<file path="src/rtl/gray_pkg.sv">
`default_nettype none
// ============================================================================
//  Module      : gray_pkg
//  Description : Shared definitions for the Gray-code receiver: tracking
//                FSM state encoding and the width of the advance counter.
//  Revision    : 1.0 - initial release
// ============================================================================
package gray_pkg;

   // Receiver FSM: SYNC waits for a sample to lock onto, TRACK checks each
   // new sample against the last accepted one.
   typedef enum logic {
      SYNC  = 1'b0,
      TRACK = 1'b1
   } state_e;

   // Width of the saturating count of legal advances.
   localparam int COUNT_W = 8;

endpackage : gray_pkg
`default_nettype wire

</file>
<file path="src/rtl/gray2bin.sv">
`default_nettype none
// ============================================================================
//  Module      : gray2bin
//  Description : Purely combinational Gray-to-binary converter.
//                Bit i of the binary result is the XOR of Gray bits
//                WIDTH-1 down to i, which equals the MSB-first ripple
//                b[i] = b[i+1] ^ g[i]; computing each bit independently
//                avoids a self-referencing vector.
//  Ports       : i_gray [WIDTH-1:0]  Gray code word
//                o_bin  [WIDTH-1:0]  equivalent binary value
//  Revision    : 1.0 - initial release
// ============================================================================
module gray2bin #(
   parameter int WIDTH = 3
) (
   input  logic [WIDTH-1:0] i_gray,
   output logic [WIDTH-1:0] o_bin
);

   for (genvar i = 0; i < WIDTH; i++) begin : g_bit
      assign o_bin[i] = ^(i_gray >> i);
   end

endmodule : gray2bin
`default_nettype wire

</file>
<file path="src/rtl/gray_receiver.sv">
`default_nettype none
// ============================================================================
//  Module      : gray_receiver
//  Description : Receives Gray-coded samples from an upstream Gray counter,
//                converts them to binary, and checks that successive
//                accepted samples either hold or advance by exactly one
//                (modulo 2^WIDTH). Flags wraps and illegal jumps, and keeps a
//                saturating count of legal advances since the last lock.
//                All outputs are registered; latency is one clock.
//  Ports       : Clk       clock, rising edge active
//                Reset_n   synchronous active-low reset
//                En        sample strobe for Gray_in
//                Gray_in   [WIDTH-1:0] incoming Gray code
//                Binary    [WIDTH-1:0] last accepted value (binary)
//                Valid     one-cycle pulse, Binary refreshed
//                Wrap      one-cycle pulse, advance from max to 0
//                Overflow  sticky, set on first wrap
//                Error     sticky, set on first illegal transition
//                Count     [7:0] saturating count of legal advances
//  Revision    : 1.0 - initial release
// ============================================================================
module gray_receiver
   import gray_pkg::*;
#(
   parameter int WIDTH = 3
) (
   input  logic                  Clk,
   input  logic                  Reset_n,
   input  logic                  En,
   input  logic [WIDTH-1:0]      Gray_in,
   output logic [WIDTH-1:0]      Binary,
   output logic                  Valid,
   output logic                  Wrap,
   output logic                  Overflow,
   output logic                  Error,
   output logic [COUNT_W-1:0]    Count
);

   localparam logic [WIDTH-1:0]   C_ONE       = {{(WIDTH-1){1'b0}}, 1'b1};
   localparam logic [COUNT_W-1:0] C_COUNT_ONE = {{(COUNT_W-1){1'b0}}, 1'b1};
   localparam logic [COUNT_W-1:0] C_COUNT_MAX = '1;

   state_e               state_q,    state_d;
   // The previous accepted value and the Binary output are always identical,
   // so one register serves as both.
   logic [WIDTH-1:0]     binary_q,   binary_d;
   logic                 valid_q,    valid_d;
   logic                 wrap_q,     wrap_d;
   logic                 overflow_q, overflow_d;
   logic                 error_q,    error_d;
   logic [COUNT_W-1:0]   count_q,    count_d;

   logic [WIDTH-1:0]     w_bin;
   logic [WIDTH-1:0]     w_expected;
   logic                 w_is_hold;
   logic                 w_is_advance;

   gray2bin #(
      .WIDTH (WIDTH)
   ) u_gray2bin (
      .i_gray (Gray_in),
      .o_bin  (w_bin)
   );

   assign w_expected   = binary_q + C_ONE;   // wraps naturally mod 2^WIDTH
   assign w_is_hold    = (w_bin == binary_q);
   assign w_is_advance = (w_bin == w_expected);

   always_comb begin
      state_d    = state_q;
      binary_d   = binary_q;
      valid_d    = 1'b0;
      wrap_d     = 1'b0;
      overflow_d = overflow_q;
      error_d    = error_q;
      count_d    = count_q;

      if (En) begin
         unique case (state_q)
            SYNC: begin
               // Lock onto whatever arrives; no history to check against.
               binary_d = w_bin;
               valid_d  = 1'b1;
               count_d  = '0;
               state_d  = TRACK;
            end
            TRACK: begin
               if (w_is_hold) begin
                  valid_d = 1'b1;
               end else if (w_is_advance) begin
                  binary_d = w_bin;
                  valid_d  = 1'b1;
                  if (count_q != C_COUNT_MAX) begin
                     count_d = count_q + C_COUNT_ONE;
                  end
                  // An advance whose predecessor is all ones lands on zero.
                  if (&binary_q) begin
                     wrap_d     = 1'b1;
                     overflow_d = 1'b1;
                  end
               end else begin
                  error_d = 1'b1;
                  state_d = SYNC;
               end
            end
            default: state_d = SYNC;
         endcase
      end
   end

   always_ff @(posedge Clk) begin
      if (!Reset_n) begin
         state_q    <= SYNC;
         binary_q   <= '0;
         valid_q    <= 1'b0;
         wrap_q     <= 1'b0;
         overflow_q <= 1'b0;
         error_q    <= 1'b0;
         count_q    <= '0;
      end else begin
         state_q    <= state_d;
         binary_q   <= binary_d;
         valid_q    <= valid_d;
         wrap_q     <= wrap_d;
         overflow_q <= overflow_d;
         error_q    <= error_d;
         count_q    <= count_d;
      end
   end

   assign Binary   = binary_q;
   assign Valid    = valid_q;
   assign Wrap     = wrap_q;
   assign Overflow = overflow_q;
   assign Error    = error_q;
   assign Count    = count_q;

endmodule : gray_receiver
`default_nettype wire

</file>
<file path="config.mk">
export PLATFORM = sky130hd
export DESIGN_NAME = gray_receiver
export DESIGN_NICKNAME = d
export VERILOG_FILES = /design/src/rtl/gray_pkg.sv /design/src/rtl/gray2bin.sv /design/src/rtl/gray_receiver.sv
export SDC_FILE = /design/constraint.sdc
export NUM_CORES = 1
export LEC_CHECK = 0
export CORE_MARGIN = 2
export CORE_UTILIZATION = 53
export CTS_BUF_LIST = sky130_fd_sc_hd__clkbuf_16
export DETAILED_ROUTE_END_ITERATION = 8
export PLACE_DENSITY = 0.81
export SLEW_MARGIN = 0
export SYNTH_ARGS = -nofsm -noshare
export SYNTH_HDL_FRONTEND = slang
export SYNTH_SLANG_ARGS = --single-unit
export TNS_END_PERCENT = 50
</file>
<file path="constraint.sdc">
create_clock -name Clk -period 3.3 [get_ports Clk]
set_input_delay 0.33 -clock Clk [delete_from_list [all_inputs] [get_ports Clk]]
set_output_delay 0.33 -clock Clk [all_outputs]
set_load 0.02 [all_outputs]
</file>
==> impl_metrics.env <==
export IMPL_status="finished clean"
export IMPL_worstSkewPairLatency_ns=0.24
export IMPL_ys_types=44
export IMPL_core_sq_um=1727
export IMPL_synthArstFlopShare=0
export IMPL_worst_slew_pin_slew_ns=0.5995
export IMPL_nNetsFinal=139
export IMPL_clock_path_buffers=2
export IMPL_avgSynthCellArea_sq_um=8.613
export IMPL_maxCapViolCount=0
export IMPL_cp_common_cell="ha_1"
export IMPL_path_cells="ha_1, ha_1, and4bb_1, o21ai_1, and2_4, or4_1, a221oi_1"
export IMPL_setup_viol_count_final=0
export IMPL_critPathSlowestCell="or4_1"
export IMPL_drive_gt1_frac=0.05426
export IMPL_synth_seq_area_share=0.3320
export IMPL_first_pass_iters=5
export IMPL_fmax_ghz=0.4117
export IMPL_p_leak_nw=0.4453
export IMPL_start_util=0.5587
export IMPL_cp_end_kind="flip-flop"
export IMPL_drcViolationCount=0
export IMPL_fp_dieH_um=46.67
export IMPL_grt_busiest_layer="met2"
export IMPL_io_buffers=20
export IMPL_vias=949
export IMPL_setup_tns_ns=0
export IMPL_clock_sinks=16
export IMPL_synth_area_top_cells="dfxtp_1 33%, nand2_1 5.1%, ha_1 3.9%"
export IMPL_io_pins=21
export IMPL_critPathRequiredTime_ns=3.45
export IMPL_place_ws_ns=0.8818
export IMPL_drv_slew=0
export IMPL_gp_congestion=0.9014
export IMPL_critical_path_class="reg -> reg"
export IMPL_antenna_found_initial=0
export IMPL_slew_headroom=0.5985
export IMPL_clk_pin_slew_worst_paths_ns=0.05
export IMPL_rows=15
export IMPL_synthToLayoutAreaGrowth_pct=28.15
export IMPL_clock_skew_ns=0.003121
export IMPL_grt_pass1_vias=862
export IMPL_cts_root_buffer="clkbuf_16"
export IMPL_max_vdd_ir_drop_v=0.0002629
export IMPL_rrSetupSlack_ns=0.87
export IMPL_track_usage=0.2363
export IMPL_grt_first_pass_wirelength_um=3684
export IMPL_drtIter0Drc=37
export IMPL_ys_warn_count=0
export IMPL_htree_levels=1
export IMPL_ys_top_cells_by_count="16 x dfxtp_1, 13 x nand2_1, 6 x inv_1"
export IMPL_period_minus_slack_ns=2.429
export IMPL_route_detailed_vias_per_inst=6.162
export IMPL_power_density_nw_per_um2=433.7
export IMPL_ys_ff_latch=16
export IMPL_power_mw=0.5362
export IMPL_postPlaceCellArea_sq_um=1157
export IMPL_cts_tree="done"
export IMPL_synth_edf_count=0
export IMPL_drtAntennaViolNets=0
export IMPL_synth_nets=121
export IMPL_syn_area_sq_um=964.7
export IMPL_post_drt_wl_per_cell_um=14.53
export IMPL_dp_hpwl_um=1568
export IMPL_crit_fanout=12
export IMPL_fin_crit_sh=0.7361
export IMPL_yosys_most_used_dff="dfxtp_1"
export IMPL_grt_setup_unrepaired="false"
export IMPL_hold_class="reg -> reg"
export IMPL_netlist_area_leader_share=0.3320
export IMPL_wl_um=2238
export IMPL_final_cell_area_sq_um=1236
export IMPL_grtUsageMet3=0.04706
export IMPL_yosysMostFrequentCell="dfxtp_1"
export IMPL_hold_violations=0
export IMPL_start_kind="flip-flop"
export IMPL_cts_buffers=3
export IMPL_grt_max_degree=16
export IMPL_antenna_cells=0
export IMPL_grt_ovfl_total=0
export IMPL_slowest_delay_ns=0.51
export IMPL_cts_hold_buffers_added=0
export IMPL_grtUsageMet1=0.2904
export IMPL_cts_resized=0
export IMPL_met2_usage=0.3972
export IMPL_postCtsSetupRepairBufs=0
export IMPL_yosysTopAreaCell="dfxtp_1"
export IMPL_cp_arrival_ns=2.58
export IMPL_die_area_sq_um=2178
export IMPL_chipWidth_um=46.67
export IMPL_synth_cells=112
export IMPL_fin_ws_ns=0.8709
[cells by family after synthesis]
kind of cell / synth area share
adders and majority gates: 0.03891
muxes: 0.01038
DFF: 0.3320
buffers and inverters: 0.06354
xor gates and xnor gates: 0.04411
AOI/OAI and AO/OA: 0.2477
and+or+nand+nor: 0.2633
[worst max-delay path: cells and delay by family (launching register included)]
kind | cells | cell delay, ns
compound gates | 2 | 0.34
fa+ha+maj | 2 | 0.50
flops | 1 | 0.46
simple gates | 3 | 1.03
[per-layer routing]
layer	share of wire	vias to the layer above
met2	0.50	42
met4	0.013	0
met3	0.058	4
met5	0	-
met1	0.43	437
li1	-	466
[placed cells by master (no fill, tap or decap), types with 2 or more instances in the layout]
master           synthesis  layout
nand3_1                  4       4
o31a_1                   2       2
or4_1                    2       2
clkdlybuf4s50_1          0      20
inv_1                    6       6
nor2_1                   3       3
o211ai_1                 2       2
xnor2_1                  3       3
ha_1                     3       3
nor4_1                   3       3
nand4_1                  2       2
and4b_1                  3       3
a31oi_1                  4       4
or3_1                    3       3
o21ai_0                  4       4
dfxtp_1                 16      16
o41ai_1                  2       2
nand2_1                 13      13
clkbuf_16                0       3
a21oi_1                  4       4
a211oi_1                 4       4
nor3_1                   2       2
[area by class of cell]
| cell class | count | area (sq um) |
|---|---|---|
| clock inverter | 1 | 3.754 |
| multi-input combinational | 83 | 583.1 |
| clock buffer | 3 | 75.07 |
| timing repair buffer | 20 | 200.2 |
| inverter | 6 | 22.52 |
| tap | 25 | 31.28 |
| fill | 142 | 490.5 |
| sequential | 16 | 320.3 |
[sequential cells by signal, summed over array words and instances, names as in the netlist]
signal    cells
Valid         1
Binary        3
Wrap          1
Overflow      1
state_q       1
Error         1
Count         8
[final timing paths]
check             startpoint       end  depth (start not counted)
setup / recovery   Binary[0]  Count[7]                          7
hold / removal      Overflow  Overflow                          1
setup reg to reg   Binary[0]  Count[7]                          7
hold reg to reg     Overflow  Overflow                          1
[report_power, final]
group	internal (mW)	total (mW)	switching, mW
logic	0.0380	0.0894	0.0514
clock network	0.161	0.236	0.0748
registers	0.200	0.211	0.0110
[metrics by stage]
stage / hold slack (ns) / util / std cells
floorplan: 0.4972 / - / 112
global placement: 0.4495 / 0.6703 / 150
detailed placement: 0.4545 / 0.6703 / 150
CTS: 0.4659 / 0.7159 / 154
global route: 0.4884 / 0.7159 / 154
finish: 0.4629 / 0.7159 / 154
Note: power is estimated with default switching activity, not from simulation.
